===== src/rtl/uart_rx.sv =====
// uart_rx: 8N1 serial receiver; oversampled start/data/stop recovery with a valid/ready byte output
// and single-cycle framing-error / overrun pulses.
module uart_rx #(
  parameter int OVERSAMPLE = 16,
  parameter int CNT_W      = 4
) (
  input  logic       clk,
  input  logic       rst_n,
  input  logic       tick,
  input  logic       rx,
  output logic [7:0] data,
  output logic       valid,
  input  logic       ready,
  output logic       frame_err,
  output logic       overrun
);
  typedef enum logic [2:0] {IDLE, START, DATA, STOP, BRK} state_e;
  localparam logic [CNT_W-1:0] MID  = CNT_W'(OVERSAMPLE / 2 - 1);
  localparam logic [CNT_W-1:0] LAST = CNT_W'(OVERSAMPLE - 1);
  state_e           state_q, state_d;
  logic [CNT_W-1:0] cnt_q, cnt_d;
  logic [2:0]       bit_q, bit_d;
  logic [7:0]       shift_q, shift_d, data_q, data_d;
  logic [1:0]       sync_q, sync_d;
  logic             valid_q, valid_d, ferr_q, ferr_d, ovr_q, ovr_d;
  logic             rx_s, done;
  assign rx_s   = sync_q[1];
  assign sync_d = {sync_q[0], rx};
  always_comb begin
    state_d = state_q;
    cnt_d   = cnt_q;
    bit_d   = bit_q;
    shift_d = shift_q;
    done    = 1'b0;
    ferr_d  = 1'b0;
    if (tick) begin
      case (state_q)
        IDLE: if (!rx_s) begin
          state_d = START;
          cnt_d   = '0;
        end
        START: begin
          cnt_d = cnt_q + 1'b1;
          if (cnt_q == MID) begin
            state_d = rx_s ? IDLE : DATA;
            cnt_d   = '0;
            bit_d   = '0;
          end
        end
        DATA: begin
          cnt_d = cnt_q + 1'b1;
          if (cnt_q == LAST) begin
            shift_d = {rx_s, shift_q[7:1]};
            cnt_d   = '0;
            bit_d   = bit_q + 1'b1;
            state_d = (bit_q == 3'd7) ? STOP : DATA;
          end
        end
        STOP: begin
          cnt_d = cnt_q + 1'b1;
          if (cnt_q == LAST) begin
            cnt_d   = '0;
            done    = rx_s;
            ferr_d  = !rx_s;
            state_d = rx_s ? IDLE : BRK;
          end
        end
        BRK: state_d = rx_s ? IDLE : BRK;
        default: state_d = IDLE;
      endcase
    end
  end
  // A completing byte either replaces a consumed/empty slot or is dropped as an overrun.
  always_comb begin
    data_d  = data_q;
    valid_d = valid_q;
    ovr_d   = 1'b0;
    if (done) begin
      data_d  = (!valid_q || ready) ? shift_q : data_q;
      valid_d = 1'b1;
      ovr_d   = valid_q && !ready;
    end else if (valid_q && ready) begin
      valid_d = 1'b0;
    end
  end
  always_ff @(posedge clk or negedge rst_n) begin
    if (!rst_n) begin
      state_q <= IDLE;
      cnt_q   <= '0;
      bit_q   <= '0;
      shift_q <= '0;
      data_q  <= '0;
      valid_q <= 1'b0;
      ferr_q  <= 1'b0;
      ovr_q   <= 1'b0;
      sync_q  <= 2'b11;
    end else begin
      state_q <= state_d;
      cnt_q   <= cnt_d;
      bit_q   <= bit_d;
      shift_q <= shift_d;
      data_q  <= data_d;
      valid_q <= valid_d;
      ferr_q  <= ferr_d;
      ovr_q   <= ovr_d;
      sync_q  <= sync_d;
    end
  end
  assign data      = data_q;
  assign valid     = valid_q;
  assign frame_err = ferr_q;
  assign overrun   = ovr_q;
endmodule


===== config.mk =====
export PLATFORM = sky130hd
export DESIGN_NAME = uart_rx
export DESIGN_NICKNAME = d
export VERILOG_FILES = /design/src/rtl/uart_rx.sv
export SDC_FILE = /design/constraint.sdc
export NUM_CORES = 1
export LEC_CHECK = 0
export BUFFER_PORTS_ARGS = -buffer_cell sky130_fd_sc_hd__buf_2
export CAP_MARGIN = 20
export CORE_AREA = 5 5 64 66
export DETAILED_ROUTE_END_ITERATION = 10
export DIE_AREA = 0 0 69 71
export PLACE_DENSITY = 0.67
export RECOVER_POWER = 25
export SLEW_MARGIN = 5
export SYNTH_ARGS = -nofsm -noshare
export SYNTH_HDL_FRONTEND = slang
export SYNTH_SLANG_ARGS = --single-unit

===== constraint.sdc =====
create_clock -name clk -period 1.6 [get_ports clk]
set_clock_uncertainty 0.05 [all_clocks]
set_input_delay 0 -clock clk [delete_from_list [all_inputs] [get_ports clk]]
set_output_delay 0 -clock clk [all_outputs]
set_load 0.01 [all_outputs]

==> flow_summary.toml, run 1 <==
[status]
run_status = "complete, but fails checks"
violations = "negative setup slack"

[clocking]
cts-root-buf = "clkbuf_4"
cts_tree = "done"
path_clk_slew_ps = 90
clock_latency_ps = 320
cts.path.max_buffers = 2
htreeDepth = 2
cts_sinks = 31
cts_buffers = 5

[timing]
max_freq_ghz = 0.621
layout_min_cycle_time_ps = 1610
maxSlewHeadroom = 0.492
tightest_slew_ps = 761
grt_setup_unrepaired = "true"
fin_ws_ps = -10.6
setup-violations-final = 5
hold_viol = 0
fin_crit_sh = 1.01
drv_slew = 0
tns_ps = -23.0

[floorplan]
fp.dieArea_um2 = 4900
start_util = 0.409
die_x_um = 69
fp-row-count = 22
core-area_um2 = 3520
pin_count = 16
die-height_um = 71

[synth]
syn_area_um2 = 1440
synthMuxAreaShare = 0.156
synth_compound_area_frac = 0.0807
yosysWarnings = 0
synth-adder-area-share = 0.0260
synth-simple-area-share = 0.159
ys_ff_latch = 31
syn_inst = 112
synthFlopType = "dfrtp_1"
avgSynthCellArea_um2 = 12.9
synth_xor_area_frac = 0.00607
postSynth.asyncResetShare = 1.00
synth_enable_flop_cells = 0
synth_top_family_by_area = "simple AND/OR/NAND/NOR gates"
synth_cell_types = 39
ys_seq_area_frac = 0.539
syn_nets = 120

[final_layout]
final_cells = 203
antenna_cells = 0
final_cell_mix = "dfrtp_1 (25), buf_4 (18), buf_2 (14), mux2_4 (9), mux2_2 (8)"
final_area_um2 = 1910
fin_nets = 163
regArea_um2 = 783
syn_to_final_growth_pct = 32.1
mostFrequentLayoutCell = "dfrtp_1"
filler_cell_count = 318
drive_above_1_share = 0.503
multi_input_area_um2 = 687

[global_routing]
grt_max_degree = 32
grt_use_total = 0.141
grt_pass1_wl_mm = 5.45
grt_overflow = 0
first_global_vias = 1094
antenna_found_initial = 0

[critical_path]
cpMaxStageDelayCell = "dfrtp_2"
crit_path_start_kind = "register"
reg2reg_depth = 4
r2r-end = "bit_q[2]$_DFFE_PN0P_"
r2r-start = "state_q[1]$_DFFE_PN0P_"
crit_buf_inv = 1
crit_path_cell_trace = "or3b_4, a211oi_4, buf_4, mux2i_1"
crit_fanout = 4
cp_data_required_time_ps = 1790
path_class = "reg -> reg"
crit_path_max_incr_delay_ps = 440
regToRegSetupSlack_ps = -10
crit_path_end_kind = "register"
cpLargestDelayFamily = "flip-flops"
crit_arrival_ps = 1800

[drt]
vias = 1020
drt_wl_total_mm = 3.10
drt_first_iter_violations = 53
drcViolationCount = 0
first_pass_iters = 4
wire_per_inst_um = 15.3
postRouteAntennaNets = 0
vias_per_cell = 5.02

[place]
placed_area_um2 = 1680
dpl.cell_count = 186
port_buffers = 15
hpwlAfterDp_mm = 2.01
pre_cts_ws_ps = -48.6
gp_congestion = 0.838

[job]
maxCapViolCount = 0

[pwr]
peakVddDrop_mv = 0.588
p_leak_nw = 0.934
powerDensity_nw_per_um2 = 1350
power_w = 0.00257

[worst_hold_path]
min_path_type = "in -> async"
==> how the worst max path moves through the flow <==
stage	startpoint	slack, ps	depth (start not counted)	to
detailed placement	state_q[0]$_DFFE_PN0P_	-50	4	bit_q[2]$_DFFE_PN0P_
finish	state_q[1]$_DFFE_PN0P_	-10	4	bit_q[2]$_DFFE_PN0P_
global route	state_q[0]$_DFFE_PN0P_	-70	5	bit_q[2]$_DFFE_PN0P_
floorplan	state_q[2]$_DFFE_PN0P_	-40	4	shift_q[0]$_DFFE_PN0P_
CTS	state_q[1]$_DFFE_PN0P_	-20	4	bit_q[2]$_DFFE_PN0P_
global placement	state_q[2]$_DFFE_PN0P_	-7	4	shift_q[4]$_DFFE_PN0P_
==> area by class of cell <==
class,count,area share
clock buffer,6,0.0269
multi-input combinational,72,0.360
tap,48,0.0315
timing repair buffer,41,0.160
sequential,31,0.411
clock inverter,1,0.00263
inverter,4,0.00788
==> registers in the layout (all words and copies together) (netlist names) <==
signal and flops:
data 8, frame_err 1, state_q 3, shift_q 8, bit_q 3, overrun 1, valid 1, sync_q 2
cnt_q 4
==> synthesized netlist by cell type, types with 2 or more instances <==
cell	number	area (µm²)
nand2b_1	2	12.5
and3_1	2	12.5
ha_1	3	37.5
o21ai_0	3	15.0
o31ai_1	2	15.0
nand3b_1	2	15.0
and4_1	2	17.5
mux2i_1	3	30.0
inv_1	4	15.0
mux2_2	16	180
nand2_1	7	26.3
nand3_1	2	10.0
nor2_1	4	15.0
dfstp_2	2	52.6
nor2b_1	4	25.0
dfrtp_1	29	726
buf_2	2	10.0
nor3b_4	2	37.5
==> per-stage QoR <==
stage	hold WS, ps	util
after floorplan	-346	-
after global placement	22.6	0.478
after detailed placement	30.9	0.478
after CTS	203	0.535
after global routing	233	0.541
final	228	0.541
==> cells by family (layout without fill, tap and decap cells) <==
logic type / Yosys count / in the layout
simple gates: 34 / 34
flops: 31 / 31
mux: 20 / 20
compound gates: 14 / 14
xor+xnor: 1 / 1
buf+inv: 9 / 52
fa+ha+maj: 3 / 3
==> report_power, final <==
| part | switching [W] | internal [W] |
|---|---|---|
| registers | 0.000132 | 0.000932 |
| logic | 0.000450 | 0.000598 |
| clock network | 0.000250 | 0.000203 |
==> routing by layer <==
metal / part of all wire / vias to the layer above / track usage
met5: 0 / - / 0
li1: - / 484 / -
met3: 0.040 / 8 / 0.0554
met1: 0.43 / 509 / 0.164
met4: 0.023 / 0 / 0.0542
met2: 0.51 / 19 / 0.235
==> what timing repair did <==
item,4_1_cts,5_1_grt
buffers inserted,6,0
gates resized for setup,18,4
hold buffers,4,0
hold endpoints to repair,33,0
setup endpoints to repair,12,21
gates cloned,0,0
pin swaps,2,3
(Power assumes the default switching activity.)
==> run 2: changes to the inputs <==
--- a/config.mk
+++ b/config.mk
@@ -12,6 +12,7 @@
 export DIE_AREA = 0 0 69 71
 export PLACE_DENSITY = 0.67
 export RECOVER_POWER = 25
+export SKIP_LAST_GASP = 1
 export SLEW_MARGIN = 5
 export SYNTH_ARGS = -nofsm -noshare
 export SYNTH_HDL_FRONTEND = slang
==> flow_summary.toml, run 2 (synthesis results as in run 1) <==
[critical_path]
reg2reg_depth = 4
crit_path_end_kind = "register"
cp.depth = 4
cp_data_required_time_ps = 1790
crit_path_start_kind = "register"
crit_fanout = 4
path_class = "reg -> reg"
cpMaxStageDelayCell = "dfrtp_2"
crit_path_max_incr_delay_ps = 440
cpLargestDelayFamily = "flip-flops"
crit_arrival_ps = 1800
crit_buf_inv = 1
crit_path_cell_trace = "or3b_4, a211oi_4, buf_4, mux2i_1"

[final_layout]
final_area_um2 = 1900
mostFrequentLayoutCell = "dfrtp_1"
drive_above_1_share = 0.497
final_cell_mix = "dfrtp_1 (25), buf_4 (18), buf_2 (14), mux2_4 (9), mux2_2 (8)"
fin_util = 0.540
filler_cell_count = 318
antenna_cells = 0
fin_nets = 163
syn_to_final_growth_pct = 31.9

[clocking]
cts_tree = "done"
cts_sinks = 31
path_clk_slew_ps = 90
cts.path.max_buffers = 2
clock_latency_ps = 320
cts-root-buf = "clkbuf_4"
htreeDepth = 2
cts_buffers = 5

[timing]
fin_ws_ps = -10.6
maxSlewHeadroom = 0.492
setup-violations-final = 5
tightest_slew_ps = 761
grt_setup_unrepaired = "true"
worst_hold_slack_ps = 228
drv_slew = 0
max_freq_ghz = 0.621
layout_min_cycle_time_ps = 1610
fin_crit_sh = 1.01
hold_viol = 0

[floorplan]
die_x_um = 69
pin_count = 16
core-area_um2 = 3520
fp-row-count = 22
fp.dieArea_um2 = 4900
start_util = 0.409
die-height_um = 71

[job]
maxCapViolCount = 0

[drt]
wire_per_inst_um = 15.3
drcViolationCount = 0
vias = 1020
vias_per_cell = 5.02
postRouteAntennaNets = 0
drt_first_iter_violations = 79
drt_wl_total_mm = 3.10
first_pass_iters = 4

[pwr]
power_w = 0.00256
p_leak_nw = 0.933
powerDensity_nw_per_um2 = 1350
peakVddDrop_mv = 0.588

[global_routing]
first_global_vias = 1085
grt_max_degree = 32
antenna_found_initial = 0
grt_pass1_wl_mm = 5.40
grt_overflow = 0
grt_use_total = 0.139

[place]
placed_area_um2 = 1680
pre_cts_ws_ps = -48.6
hpwlAfterDp_mm = 2.01
port_buffers = 15
gp_congestion = 0.838

[status]
run_status = "complete, but fails checks"
violations = "negative setup slack"

[worst_hold_path]
min_path_type = "in -> async"
-- run 2: worst reg2reg max path: cells and delay by family, from the launching register on --
kind | cells | cell delay (ps)
multiplexers | 1 | 200
AO/OA/AOI/OAI | 1 | 250
flip-flops | 1 | 440
AND/OR/NAND/NOR | 1 | 410
buffers and inverters | 1 | 170
-- run 2: power breakdown --
| group | internal [W] | switching [W] |
|---|---|---|
| sequential | 0.000932 | 0.000131 |
| clock | 0.000203 | 0.000251 |
| combinational | 0.000596 | 0.000448 |
-- run 2: layout make-up --
type | count | area [µm²] | area share
clock buffers | 6 | 51.3 | 0.0270
clock inverters | 1 | 5.00 | 0.00263
inverters | 4 | 15.0 | 0.00789
multi-input cells | 72 | 684 | 0.360
flip-flops and latches | 31 | 783 | 0.412
well taps | 48 | 60.1 | 0.0316
repair buffers | 41 | 304 | 0.160
-- run 2: what timing repair did --
item,CTS,global route
endpoints found under the setup margin,12,21
hold endpoints to repair,33,0
pin swaps,2,2
buffers inserted,6,0
hold buffers,4,0
cloned,0,0
resized for setup,16,5
-- run 2: metal layers --
layer | wire [µm] | track usage | vias to the layer above
li1 | - | - | 486
met4 | 71 | 0.0542 | 0
met1 | 1340 | 0.164 | 507
met3 | 123 | 0.0554 | 8
met2 | 1570 | 0.229 | 19
met5 | 0 | 0 | -
-- run 2: worst paths after layout --
| check | startpoint | to | slack (ps) |
|---|---|---|---|
| max | state_q[1]$_DFFE_PN0P_ | bit_q[2]$_DFFE_PN0P_ | -10 |
| min | rst_n | bit_q[2]$_DFFE_PN0P_ | 230 |
| max reg2reg | state_q[1]$_DFFE_PN0P_ | bit_q[2]$_DFFE_PN0P_ | -10 |
| min reg2reg | sync_q[0]$_DFF_PN1_ | sync_q[1]$_DFF_PN1_ | 310 |
| max in group asynchronous | rst_n | state_q[0]$_DFFE_PN0P_ | 750 |
| min in group clk | rx | sync_q[0]$_DFF_PN1_ | 260 |
-- run 2: metrics by stage --
| stage | setup TNS [ps] | std cells |
|---|---|---|
| 2_1_floorplan | -312 | 112 |
| 3_3_place_gp | -24.2 | 186 |
| 3_5_place_dp | -372 | 186 |
| 4_1_cts | -66.1 | 203 |
| 5_1_grt | -861 | 203 |
| 6_report | -25.8 | 203 |
